[config.mk]
export PLATFORM = sky130hd
export DESIGN_NAME = segment_validity_tracker
export DESIGN_NICKNAME = d
export VERILOG_FILES = /design/src/rtl/segment_validity_tracker_pkg.sv /design/src/rtl/segment_validity_tracker_byte_validity_decoder.sv /design/src/rtl/segment_validity_tracker.sv
export SDC_FILE = /design/constraint.sdc
export NUM_CORES = 1
export LEC_CHECK = 0
export CELL_PAD_IN_SITES_DETAIL_PLACEMENT = 1
export CELL_PAD_IN_SITES_GLOBAL_PLACEMENT = 2
export CORE_MARGIN = 2
export CORE_UTILIZATION = 28
export CTS_BUF_LIST = sky130_fd_sc_hd__clkbuf_2
export CTS_CLUSTER_SIZE = 30
export DETAILED_ROUTE_END_ITERATION = 6
export MAX_ROUTING_LAYER = met4
export PLACE_DENSITY = 0.86
export SYNTH_ARGS = -nofsm -noshare
export SYNTH_HDL_FRONTEND = slang
export SYNTH_SLANG_ARGS = --single-unit
[constraint.sdc]
create_clock -name clk -period 3.7 [get_ports clk]
set_input_delay 0.37 -clock clk [delete_from_list [all_inputs] [get_ports clk]]
set_output_delay 0.37 -clock clk [all_outputs]
set_load 0.03 [all_outputs]
[src/rtl/segment_validity_tracker_pkg.sv]
// Shared definitions for the segment validity tracker and its byte decoder.
// Pad byte is used only when SEG_VALIDITY_PAD_EN is defined.
package segment_validity_tracker_pkg;

  localparam int DEF_BUS_SIZE = 32;
  localparam int BYTES_PER_WORD = DEF_BUS_SIZE / 8;
  localparam logic [7:0] PAD_BYTE = 8'h01;

  typedef enum logic [1:0] {
    S_IDLE   = 2'd0,
    S_ACTIVE = 2'd1,
    S_DRAIN  = 2'd2
  } state_e;

endpackage

[src/rtl/segment_validity_tracker_byte_validity_decoder.sv]
// Maps remaining segment bytes to a per-byte validity vector,
// the valid byte count of the current word and a last-word flag.
module byte_validity_decoder
  import segment_validity_tracker_pkg::*;
#(
  parameter int LEN_W = 16,
  parameter int BPW   = BYTES_PER_WORD,
  localparam int NB_W = $clog2(BPW) + 1
) (
  input  logic [LEN_W-1:0] rem,
  output logic [BPW-1:0]   validity,
  output logic [NB_W-1:0]  nbytes,
  output logic             last
);

  logic full;

  always_comb begin
    full   = rem >= LEN_W'(BPW);
    last   = rem <= LEN_W'(BPW);
    nbytes = full ? NB_W'(BPW) : NB_W'(rem);
    for (int i = 0; i < BPW; i++) begin
      validity[i] = rem > LEN_W'(i);
    end
  end

endmodule

[src/rtl/segment_validity_tracker.sv]
// Tracks bytes left in a segment and registers each word with validity info.
// Define SEG_VALIDITY_PAD_EN to insert a 0x01 pad byte and add dout_pad.
module segment_validity_tracker
  import segment_validity_tracker_pkg::*;
#(
  parameter int BUS_SIZE = DEF_BUS_SIZE,
  parameter int LEN_W    = 16,
  localparam int BPW     = BUS_SIZE / 8,
  localparam int NB_W    = $clog2(BPW) + 1
) (
  input  logic                clk,
  input  logic                rst_n,
  input  logic [LEN_W-1:0]    seg_len,
  input  logic                seg_start,
  output logic                seg_ready,
  input  logic [BUS_SIZE-1:0] din,
  input  logic                din_valid,
  output logic                din_ready,
  output logic [BUS_SIZE-1:0] dout,
  output logic [BPW-1:0]      dout_validity,
  output logic                dout_last,
  output logic [NB_W-1:0]     dout_nbytes,
  output logic                dout_valid,
  input  logic                dout_ready,
  output logic                seg_done
`ifdef SEG_VALIDITY_PAD_EN
  ,
  output logic                dout_pad
`endif
);

  state_e state_q, state_d;
  logic [LEN_W-1:0] rem_q, rem_d;
  logic [BUS_SIZE-1:0] dout_q, dout_d;
  logic [BPW-1:0] val_q, val_d;
  logic [NB_W-1:0] nb_q, nb_d;
  logic last_q, last_d;
  logic dv_q, dv_d;
  logic done_q, done_d;
  logic pad_q, pad_d;

  logic [BPW-1:0] dec_val;
  logic [NB_W-1:0] dec_nb;
  logic dec_last;
  logic [BUS_SIZE-1:0] data_w;
  logic in_hs, out_hs;
  logic pad_w;

  byte_validity_decoder #(
    .LEN_W(LEN_W),
    .BPW  (BPW)
  ) u_dec (
    .rem     (rem_q),
    .validity(dec_val),
    .nbytes  (dec_nb),
    .last    (dec_last)
  );

  assign seg_ready = state_q == S_IDLE;
  assign din_ready = (state_q == S_ACTIVE) && (!dv_q || dout_ready);
  assign in_hs     = din_valid && din_ready;
  assign out_hs    = dv_q && dout_ready;

  always_comb begin
    data_w = din;
    pad_w  = 1'b0;
`ifdef SEG_VALIDITY_PAD_EN
    pad_w = dec_last && (dec_nb != NB_W'(BPW));
    for (int i = 0; i < BPW; i++) begin
      if (pad_w && (dec_nb == NB_W'(i))) begin
        data_w[8*i +: 8] = PAD_BYTE;
      end
    end
`endif
  end

  always_comb begin
    state_d = state_q;
    rem_d   = rem_q;
    dout_d  = dout_q;
    val_d   = val_q;
    nb_d    = nb_q;
    last_d  = last_q;
    dv_d    = dv_q;
    pad_d   = pad_q;
    done_d  = 1'b0;
    unique case (state_q)
      S_IDLE: begin
        if (seg_start) begin
          if (seg_len != '0) begin
            rem_d   = seg_len;
            state_d = S_ACTIVE;
          end else begin
            done_d = 1'b1;
          end
        end
      end
      S_ACTIVE: begin
        if (in_hs) begin
          rem_d = rem_q - LEN_W'(dec_nb);
          if (dec_last) state_d = S_DRAIN;
        end
      end
      S_DRAIN: begin
        if (out_hs) begin
          state_d = S_IDLE;
          done_d  = 1'b1;
        end
      end
      default: state_d = S_IDLE;
    endcase
    // A new word replaces the register even while the old one leaves.
    if (in_hs) begin
      dout_d = data_w;
      val_d  = dec_val;
      nb_d   = dec_nb;
      last_d = dec_last;
      pad_d  = pad_w;
      dv_d   = 1'b1;
    end else if (out_hs) begin
      dv_d = 1'b0;
    end
  end

  always_ff @(posedge clk or negedge rst_n) begin
    if (!rst_n) begin
      state_q <= S_IDLE;
      rem_q   <= '0;
      dout_q  <= '0;
      val_q   <= '0;
      nb_q    <= '0;
      last_q  <= 1'b0;
      dv_q    <= 1'b0;
      pad_q   <= 1'b0;
      done_q  <= 1'b0;
    end else begin
      state_q <= state_d;
      rem_q   <= rem_d;
      dout_q  <= dout_d;
      val_q   <= val_d;
      nb_q    <= nb_d;
      last_q  <= last_d;
      dv_q    <= dv_d;
      pad_q   <= pad_d;
      done_q  <= done_d;
    end
  end

  assign dout          = dout_q;
  assign dout_validity = val_q;
  assign dout_nbytes   = nb_q;
  assign dout_last     = last_q;
  assign dout_valid    = dv_q;
  assign seg_done      = done_q;
`ifdef SEG_VALIDITY_PAD_EN
  assign dout_pad      = pad_q;
`endif

endmodule

==> flow_summary.toml, run 1 <==
[sta]
final_hold_violation_count = 0
post-route-min-period_ns = 2.49
finalClockSkew_ns = 0.0148
worst-slew-pin-transition_ns = 0.927
rsz0062_at_grt = "false"
fin_setup_tns_ns = 0
maxClockFrequency_ghz = 0.401
setup_viol = 0
timing.slew.headroom_pct = 38.2
final-max-slew-violation-count = 0
final.period_utilization_pct = 67.4

[yosys]
yosys_warnings = 0
synth-seq-area-share_pct = 54.1
synthesis.area_per_instance_um2 = 8.65
post-synth-top-area-cell = "sky130_fd_sc_hd__dfrtp_1"
postSynthNetCount = 375
yosys.area.top_type_share_pct = 54.1
postSynthRegisterBits = 60
synth_most_common_cell = "sky130_fd_sc_hd__nand2_1"
synth_area_leaders = "sky130_fd_sc_hd__dfrtp_1 54%, sky130_fd_sc_hd__nand2_1 15%, sky130_fd_sc_hd__nor2_1 3.8%, sky130_fd_sc_hd__a21oi_1 2.3%, sky130_fd_sc_hd__clkbuf_1 1.9%"
netlist_instances = 321
yosys.cell_types.count = 46
async_set_or_reset_register_ratio_after_synthesis_pct = 100
commonest_cells_in_the_netlist = "111 x sky130_fd_sc_hd__nand2_1, 60 x sky130_fd_sc_hd__dfrtp_1, 28 x sky130_fd_sc_hd__nor2_1"
syn-cell-area_um2 = 2780
number_of_flops_mapped_to_enable_cells_by_yosys = 0
synth_top_flop_cell = "sky130_fd_sc_hd__dfrtp_1"

[clocking]
cts_root_buffer = "sky130_fd_sc_hd__clkbuf_2"
tritoncts.num_buffers = 9
worst_setup_hold_path_clk_slew_ns = 0.18
clock_sink_count = 60
ctsLongestPathBuffers = 2
post-cts-setup-buffer-count = 0
tritoncts = "done"
clk-insertion-delay-late_ns = 0.50
htree_levels = 3

[detailed_routing]
detailedRoute.firstPassIterationCount = 4
detail_route.vias_per_cell = 4.91
drcViolationCount = 0
dr.first_iter.drc_count = 137
via_count = 2731
wl_um = 9010
final_antenna_net_count = 0
routedWlPerCell_um = 16.2

[critical_path]
critPathLaunchType = "flip-flop"
crit_path_max_fanout = 13
end_kind = "output port"
arr_time_crit_path_ns = 2.12
required_time_at_the_worst_slack_endpoint_ns = 3.33
path_class = "reg -> out"
regToRegSetupSlack_ns = 1.53

[run_status]
outcome = "finished clean"

[finish]
drive_gt1_share_pct = 6.15
area_growth_syn_to_fin_pct = 43.8
finalCoreUtilization_pct = 41.2
filler_cell_count = 1153
nNetsFinal = 473
antenna-diode-count = 0

[global_routing]
number_of_global_route_vias_before_repair = 3022
grt_first_pass_wirelength_um = 15200
track_usage_pct = 18.2
grt_antenna_before_repair = 0
grt_remaining_overflow = 0
grt_max_degree = 43

[floorplanning]
coreArea_um2 = 9680
io_pins = 97
num_rows = 36
design.die.area_um2 = 10700
initial_core_util_pct = 28.7
floorplan_die_width_um = 104
y_dimension_of_the_die_um = 104

[placement]
post-dp-hpwl_um = 6480
placement.io_buffers = 96
finalWeightedCongestion = 0.882

[pwr]
pwr_density_cell_nw_per_um2 = 690
power.ir.vdd_worst_v = 0.000272
power.leakage_uw = 0.00176

[run]
drv.max_cap_violation_count = 0

[min_path]
worst_min_delay_path_category = "in -> reg"
metrics by stage:
stage	cell area [µm²]	hold WS, ns	power [µW]	std cells	setup slack (ns)
after floorplan	2780	0.0744	1810	321	1.66
after global placement	3880	0.456	2320	540	1.30
after detailed placement	3880	0.462	2360	540	1.21
after CTS	3990	0.340	2780	556	1.15
after global routing	3990	0.348	2950	556	1.07
final	3990	0.376	2750	556	1.21
path summary, 6_finish.rpt:
kind / cells after the start / from / endpoint
setup / recovery: 4 / state_q[0]$_DFFE_PN0P_ / din_ready
hold / removal: 3 / din[23] / dout[23]$_DFFE_PN0P_
setup reg to reg: 4 / rem_q[10]$_DFFE_PN0P_ / rem_q[14]$_DFFE_PN0P_
hold reg to reg: 2 / dout[30]$_DFFE_PN0P_ / dout[30]$_DFFE_PN0P_
max in group asynchronous: 3 / rst_n / dout[2]$_DFFE_PN0P_
min in group asynchronous: 2 / rst_n / rem_q[6]$_DFFE_PN0P_
routing by layer:
layer | wire, µm | vias to the layer above | track usage [%] | part of all wire [%]
met5 | 0 | - | - | 0
met1 | 4000 | 1324 | 22.5 | 44
met2 | 4170 | 97 | 27.3 | 46
met4 | 214 | 0 | 8.11 | 2.4
met3 | 626 | 23 | 5.60 | 6.9
li1 | - | 1287 | - | -
area by class of cell:
type	instances	area, µm²	share of cell area, %
multi-input combinational	239	1190	29.8
sequential	60	1500	37.6
tap	133	166	4.17
inverter	6	22.5	0.564
timing repair buffer	103	1010	25.3
clock buffer	9	45.0	1.13
clock inverter	6	56.3	1.41
state kept, by name, summed over array words and instances, names as in the netlist:
name,count
dout,32
rem_q,16
dout_validity,4
dout_nbytes,3
state_q,2
dout_last,1
dout_valid,1
seg_done,1
repair_timing:
action                                  in CTS  in global routing
hold endpoints to repair                    12                  0
hold buffers                                 1                  0
endpoints found under the setup margin       0                  0
resized for setup                            0                  0
layout by cell type, fill, tap and decap left out, types with 3 or more instances in the layout:
master	n
sky130_fd_sc_hd__a311oi_1	3
sky130_fd_sc_hd__o22ai_1	3
sky130_fd_sc_hd__o22a_1	4
sky130_fd_sc_hd__a31oi_1	3
sky130_fd_sc_hd__clkbuf_2	9
sky130_fd_sc_hd__inv_1	6
sky130_fd_sc_hd__clkdlybuf4s50_1	95
sky130_fd_sc_hd__and2_1	4
sky130_fd_sc_hd__nand3_1	3
sky130_fd_sc_hd__o21ai_0	10
sky130_fd_sc_hd__nand2_1	111
sky130_fd_sc_hd__nor3_1	9
sky130_fd_sc_hd__or4_1	3
sky130_fd_sc_hd__nor2_1	28
sky130_fd_sc_hd__dfrtp_1	60
sky130_fd_sc_hd__a21oi_1	13
sky130_fd_sc_hd__buf_4	6
sky130_fd_sc_hd__nor4_1	8
sky130_fd_sc_hd__a211oi_1	3
logic make-up (layout without fill, tap and decap cells):
kind of cell               count (synthesis)  after routing  synth area share [%]
buffers and inverters                     22            124                  3.29
other                                      1              1                 0.135
AOI/OAI and AO/OA                         55             55                  13.4
and+or+nand+nor                          181            181                  28.3
adders and majority gates                  1              1                 0.451
muxes                                      1              1                 0.361
DFF                                       60             60                  54.1
where the power goes:
group	internal, µW	switching, µW
clock network	147	254
registers	865	220
logic	514	751
total	1530	1230
critical path, stage by stage, from the launching register on:
cell and delay (ns):
sky130_fd_sc_hd__dfrtp_1 0.45, sky130_fd_sc_hd__nor2b_1 0.15, sky130_fd_sc_hd__buf_4 0.21, sky130_fd_sc_hd__and2_1 0.14
sky130_fd_sc_hd__clkdlybuf4s50_1 0.68
Power figures use the tool's default switching activity.
==> inputs of run 2 (changes only) <==
--- a/config.mk
+++ b/config.mk
@@ -8,12 +8,12 @@
 export CELL_PAD_IN_SITES_DETAIL_PLACEMENT = 1
 export CELL_PAD_IN_SITES_GLOBAL_PLACEMENT = 2
 export CORE_MARGIN = 2
-export CORE_UTILIZATION = 28
+export CORE_UTILIZATION = 26
 export CTS_BUF_LIST = sky130_fd_sc_hd__clkbuf_2
 export CTS_CLUSTER_SIZE = 30
 export DETAILED_ROUTE_END_ITERATION = 6
 export MAX_ROUTING_LAYER = met4
-export PLACE_DENSITY = 0.86
+export PLACE_DENSITY = 0.81
 export SYNTH_ARGS = -nofsm -noshare
 export SYNTH_HDL_FRONTEND = slang
 export SYNTH_SLANG_ARGS = --single-unit
==> constraint.sdc (replaced) <==
create_clock -name clk -period 2.49 [get_ports clk]
set_input_delay 0.249 -clock clk [delete_from_list [all_inputs] [get_ports clk]]
set_output_delay 0.249 -clock clk [all_outputs]
set_load 0.03 [all_outputs]
==> run 2 against run 1 <==
Power increased by 46%. Final cell count increased by 2.0%. Critical path depth increased by 2. Largest cell class unchanged. Global-route usage decreased by 0.82 points. First-iteration DRC count decreased by 2.2%.
==> flow_summary.toml, run 2 (synthesized netlist as in run 1, its figures left out) <==
[critical_path]
max_stage_delay_ns = 0.49
critPathLaunchType = "flip-flop"
arr_time_crit_path_ns = 2.58
critPathTopFamily = "simple AND/OR/NAND/NOR gates"
regToRegSetupSlack_ns = 0.28
critPathBufInv = 0
critical_path.reg2reg.endpoint = "rem_q[1]$_DFFE_PN0P_"
crit_path_max_fanout = 6
worstRegToRegCells = 6
required_time_at_the_worst_slack_endpoint_ns = 2.86
end_kind = "flip-flop"
path_class = "reg -> reg"
worstReg2RegStart = "rem_q[11]$_DFFE_PN0P_"
cpMaxStageDelayCell = "sky130_fd_sc_hd__or3_1"
ordered_list_of_cells_on_the_worst_path = "nor4_1 -> nand3_1 -> or3_1 -> nand2_1 -> ha_1 -> a221oi_1"
worstSetupPathDepth = 6

[clocking]
tritoncts.num_buffers = 9
ctsLongestPathBuffers = 2
post-cts-setup-buffer-count = 0
clock_sink_count = 60
clk-insertion-delay-late_ns = 0.47
cts_root_buffer = "sky130_fd_sc_hd__clkbuf_2"
worst_setup_hold_path_clk_slew_ns = 0.19
htree_levels = 3
tritoncts = "done"

[detailed_routing]
detail_route.vias_per_cell = 4.79
dr.first_iter.drc_count = 134
routedWlPerCell_um = 16.1
detailedRoute.firstPassIterationCount = 4
final_antenna_net_count = 0
via_count = 2715
wl_um = 9150
drcViolationCount = 0

[finish]
drive_gt1_share_pct = 8.35
fin_area_um2 = 4050
largest_register_ffs = 32
antenna-diode-count = 0
most-common-layout-cells = "111 x sky130_fd_sc_hd__nand2_1, 94 x sky130_fd_sc_hd__clkdlybuf4s50_1, 60 x sky130_fd_sc_hd__dfrtp_1"
nNetsFinal = 480
area_growth_syn_to_fin_pct = 45.7
layout.cells.most_common = "sky130_fd_sc_hd__nand2_1"

[placement]
post-dp-hpwl_um = 6740
detailed_place.area_um2 = 3950
placement.io_buffers = 96
finalWeightedCongestion = 0.836

[sta]
worst-slew-pin-transition_ns = 0.720
final_hold_violation_count = 0
post-route-min-period_ns = 2.21
setup_viol = 0
fin_setup_tns_ns = 0
final-max-slew-violation-count = 0
timing.slew.headroom_pct = 52.0
maxClockFrequency_ghz = 0.451
finalClockSkew_ns = 0.0167
final.period_utilization_pct = 88.9
rsz0062_at_grt = "false"

[pwr]
power_frac_comb_pct = 48.0
power.leakage_uw = 0.00180
share_of_power_burned_in_the_clock_network_pct = 12.5
sequentialPowerShare_pct = 39.5
intPower_uw = 2210
p_total_uw = 4020
switchingPower_uw = 1810
power.ir.vdd_worst_v = 0.000390
pwr_density_cell_nw_per_um2 = 994
power.share.switching_pct = 45.1

[global_routing]
grt_antenna_before_repair = 0
grt_max_degree = 33
grt_first_pass_wirelength_um = 15100
track_usage_pct = 17.3
grt_remaining_overflow = 0
number_of_global_route_vias_before_repair = 2975

[min_path]
holdPathStages = 3
launch_instance_of_the_worst_min_delay_path = "din[1]"
whs_endpoint = "dout[1]$_DFFE_PN0P_"
worst_min_delay_path_category = "in -> reg"

[floorplanning]
io_pins = 97
design.die.area_um2 = 11500
floorplan_die_width_um = 107
y_dimension_of_the_die_um = 107
initial_core_util_pct = 26.9
num_rows = 37
coreArea_um2 = 10300

[run]
drv.max_cap_violation_count = 0

[run_status]
outcome = "finished clean"
-- run 2: worst reg2reg max path, stage by stage (launching register included) --
cell,delay (ns)
sky130_fd_sc_hd__dfrtp_1,0.47
sky130_fd_sc_hd__nor4_1,0.48
sky130_fd_sc_hd__nand3_1,0.36
sky130_fd_sc_hd__or3_1,0.49
sky130_fd_sc_hd__nand2_1,0.11
sky130_fd_sc_hd__ha_1,0.13
sky130_fd_sc_hd__a221oi_1,0.07
-- run 2: power by group through the flow --
stage | clock, µW | sequential [µW] | combinational, µW
6_report | 501 | 1590 | 1930
5_1_grt | 573 | 1640 | 2110
3_5_place_dp | 0 | 1610 | 1940
3_3_place_gp | 0 | 1590 | 1900
2_1_floorplan | 0 | 1910 | 784
4_1_cts | 534 | 1590 | 1950
-- run 2: layout make-up --
| class | instances | area (µm²) |
|---|---|---|
| Clock buffer | 10 | 50.0 |
| Clock inverter | 6 | 31.3 |
| Fill cell | 1223 | 6280 |
| Inverter | 6 | 22.5 |
| Multi-Input combinational cell | 239 | 1190 |
| Sequential cell | 60 | 1500 |
| Tap cell | 136 | 170 |
| Timing Repair Buffer | 110 | 1080 |
-- run 2: repair_timing --
item	4_1_cts	5_1_grt
setup endpoints to repair	1	1
resized for setup	1	1
hold buffers	1	0
endpoints found under the hold margin	28	0
cloned	0	0
-- run 2: worst max path at each step --
stage / startpoint / endpoint / slack [ns]
4_1_cts: state_q[0]$_DFFE_PN0P_ / din_ready / 0.12
3_5_place_dp: rem_q[10]$_DFFE_PN0P_ / rem_q[1]$_DFFE_PN0P_ / 0.30
6_report: rem_q[11]$_DFFE_PN0P_ / rem_q[1]$_DFFE_PN0P_ / 0.28
2_1_floorplan: rem_q[9]$_DFFE_PN0P_ / rem_q[14]$_DFFE_PN0P_ / 0.45
5_1_grt: rem_q[10]$_DFFE_PN0P_ / rem_q[12]$_DFFE_PN0P_ / 0.13
3_3_place_gp: seg_len[8] / rem_q[14]$_DFFE_PN0P_ / 0.26
-- run 2: metrics by stage --
stage | cells | util [%] | setup WS (ns) | hold WS [ns]
6_report | 567 | 39.2 | 0.275 | 0.282
5_1_grt | 567 | 39.2 | 0.132 | 0.223
4_1_cts | 567 | 39.2 | 0.115 | 0.219
3_5_place_dp | 550 | 38.2 | 0.302 | 0.348
3_3_place_gp | 550 | 38.2 | 0.261 | 0.345
2_1_floorplan | 321 | - | 0.452 | -0.0466
-- run 2: metal layers --
layer / wire [µm] / GRT usage (%) / vias up
met3: 640 / 5.33 / 13
met5: 0 / - / -
met1: 4140 / 21.5 / 1316
li1: - / - / 1298
met2: 4240 / 26.9 / 88
met4: 123 / 6.14 / 0
==> patch (config.mk and constraints of run 2) <==
Add a define of `SEG_VALIDITY_PAD_EN`.
--- a/src/rtl/segment_validity_tracker.sv
+++ b/src/rtl/segment_validity_tracker.sv
@@ -2,2 +2,4 @@
 // Define SEG_VALIDITY_PAD_EN to insert a 0x01 pad byte and add dout_pad.
+`define SEG_VALIDITY_PAD_EN
+
 module segment_validity_tracker
Formal check against the unedited RTL (old outputs only; new: dout_pad): not equivalent (Yosys sat finds a counterexample within 4 cycles, from zero or initial values and one cycle with rst_n low).
==> patch against run 2 <==
- area after synthesis increased by 4.2%
- sequential power down 13%
- largest cell class unchanged
- largest power group is now registers
- power down 22%
- register-to-register slack improved by 0.04 ns
- worst setup slack got worse by 0.12 ns
- sequential cell count increased by 1
- routed wire length decreased by 2.0%
- design area up 4.8%
==> patch: results (changes against run 2) <==
[status]
status=finished clean

[logic_synthesis]
synth_area_leaders=dfrtp_1 (53%), a22o_1 (10%), o21ai_0 (3.6%)
syn_nets=335  ; -11%
synthCells=281  ; -12%
ys_seq_area_share_pct=52.8  ; -1.3 points
synth.distinct_cells=48  ; +4.3%

[pwr]
p_leak_nw=1.75  ; -2.9%

[drt]
met2_wirelength_um=4260  ; +0.26%
routed-wl-met3_um=541  ; -15%
wirelength_met1_um=4090  ; -1.3%
wire_per_inst_um=16.9  ; +4.4%

[timing]
worst_clock_skew_ns=0.0392  ; +0.0224 ns
fin_hold_ws_ns=0.269  ; -0.0130 ns
relSlewSlack_pct=47.4  ; -4.6 points

[placement]
placed_area_um2=4090  ; +3.5%
gp_congestion=0.789  ; -5.6%
dp_cells=515  ; -6.4%
port_buffers=97  ; +1.0%
hpwl_um=6560  ; -2.7%

[cts]
post_cts_resize_count=0  ; -1

[grt]
met3_usage_pct=3.44  ; -1.9 points
grtUsageTotal_pct=16.1  ; -1.2 points
global_route.usage.met1_pct=20.0  ; -1.6 points
grt_max_degree=41  ; +24%
grt_use_met2_pct=26.6  ; -0.22 points

[finish]
drive_gt1_share_pct=9.44  ; +1.1 points
fin_cells=532  ; -6.2%
nets=441  ; -8.1%
fillerInstances=1244  ; +1.7%
design_area_um2=4240  ; +4.8%

[critical_path]
regToRegEndpoint=dout[7]
r2r_cells=5  ; -1
r2r_slack_ns=0.32  ; +0.04 ns

[patch: changes by cell type in the layout (fill, tap and decap cells not counted), moves of 4 or more]
cell     before  now
o21ai_0      10   21
nand3_1       3    7
nand2_1     111   21
inv_1         6   12
a22o_1        0   33
buf_4        12    8
[patch: power groups by stage]
stage	clock [mW]	sequential, mW	combinational (mW)
finish	0.748	1.38	1.03
global route	0.823	1.42	1.14
CTS	0.776	1.38	1.04
detailed placement	0	1.39	1.04
global placement	0	1.39	1.02
floorplan	0	1.48	0.488
[patch: logic make-up (layout without fill, tap and decap cells)]
group	Yosys count	count (layout)	synth area share, %
simple gates	86	86	14.9
flops	61	61	52.8
compound gates	107	107	28.5
fa+ha+maj	1	1	0.432
other cells	1	1	0.130
buf+inv	25	136	3.24
[patch: worst max path at each step]
stage / from / endpoint / slack (ns)
after CTS: state_q[1] / din_ready / 0.10
after detailed placement: seg_len[14] / rem_q[10] / 0.18
after floorplan: dout_valid / dout[10] / 0.21
after global routing: state_q[1] / din_ready / 0.05
final: state_q[1] / din_ready / 0.15
after global placement: seg_len[14] / rem_q[10] / 0.23
[patch: layout make-up]
class / instances / share of cell area, %
repair buffers: 108 / 25.4
clock inverters: 7 / 2.30
clock buffers: 9 / 1.06
well taps: 140 / 4.13
flip-flops and latches: 61 / 36.0
inverters: 12 / 1.06
multi-input cells: 195 / 30.0
[patch: worst max-delay path: cells and delay by family (launching register included)]
family / cells / cell delay [ns]
flip-flops: 1 / 0.49
AND/OR/NAND/NOR: 2 / 0.38
buffers and inverters: 1 / 0.72
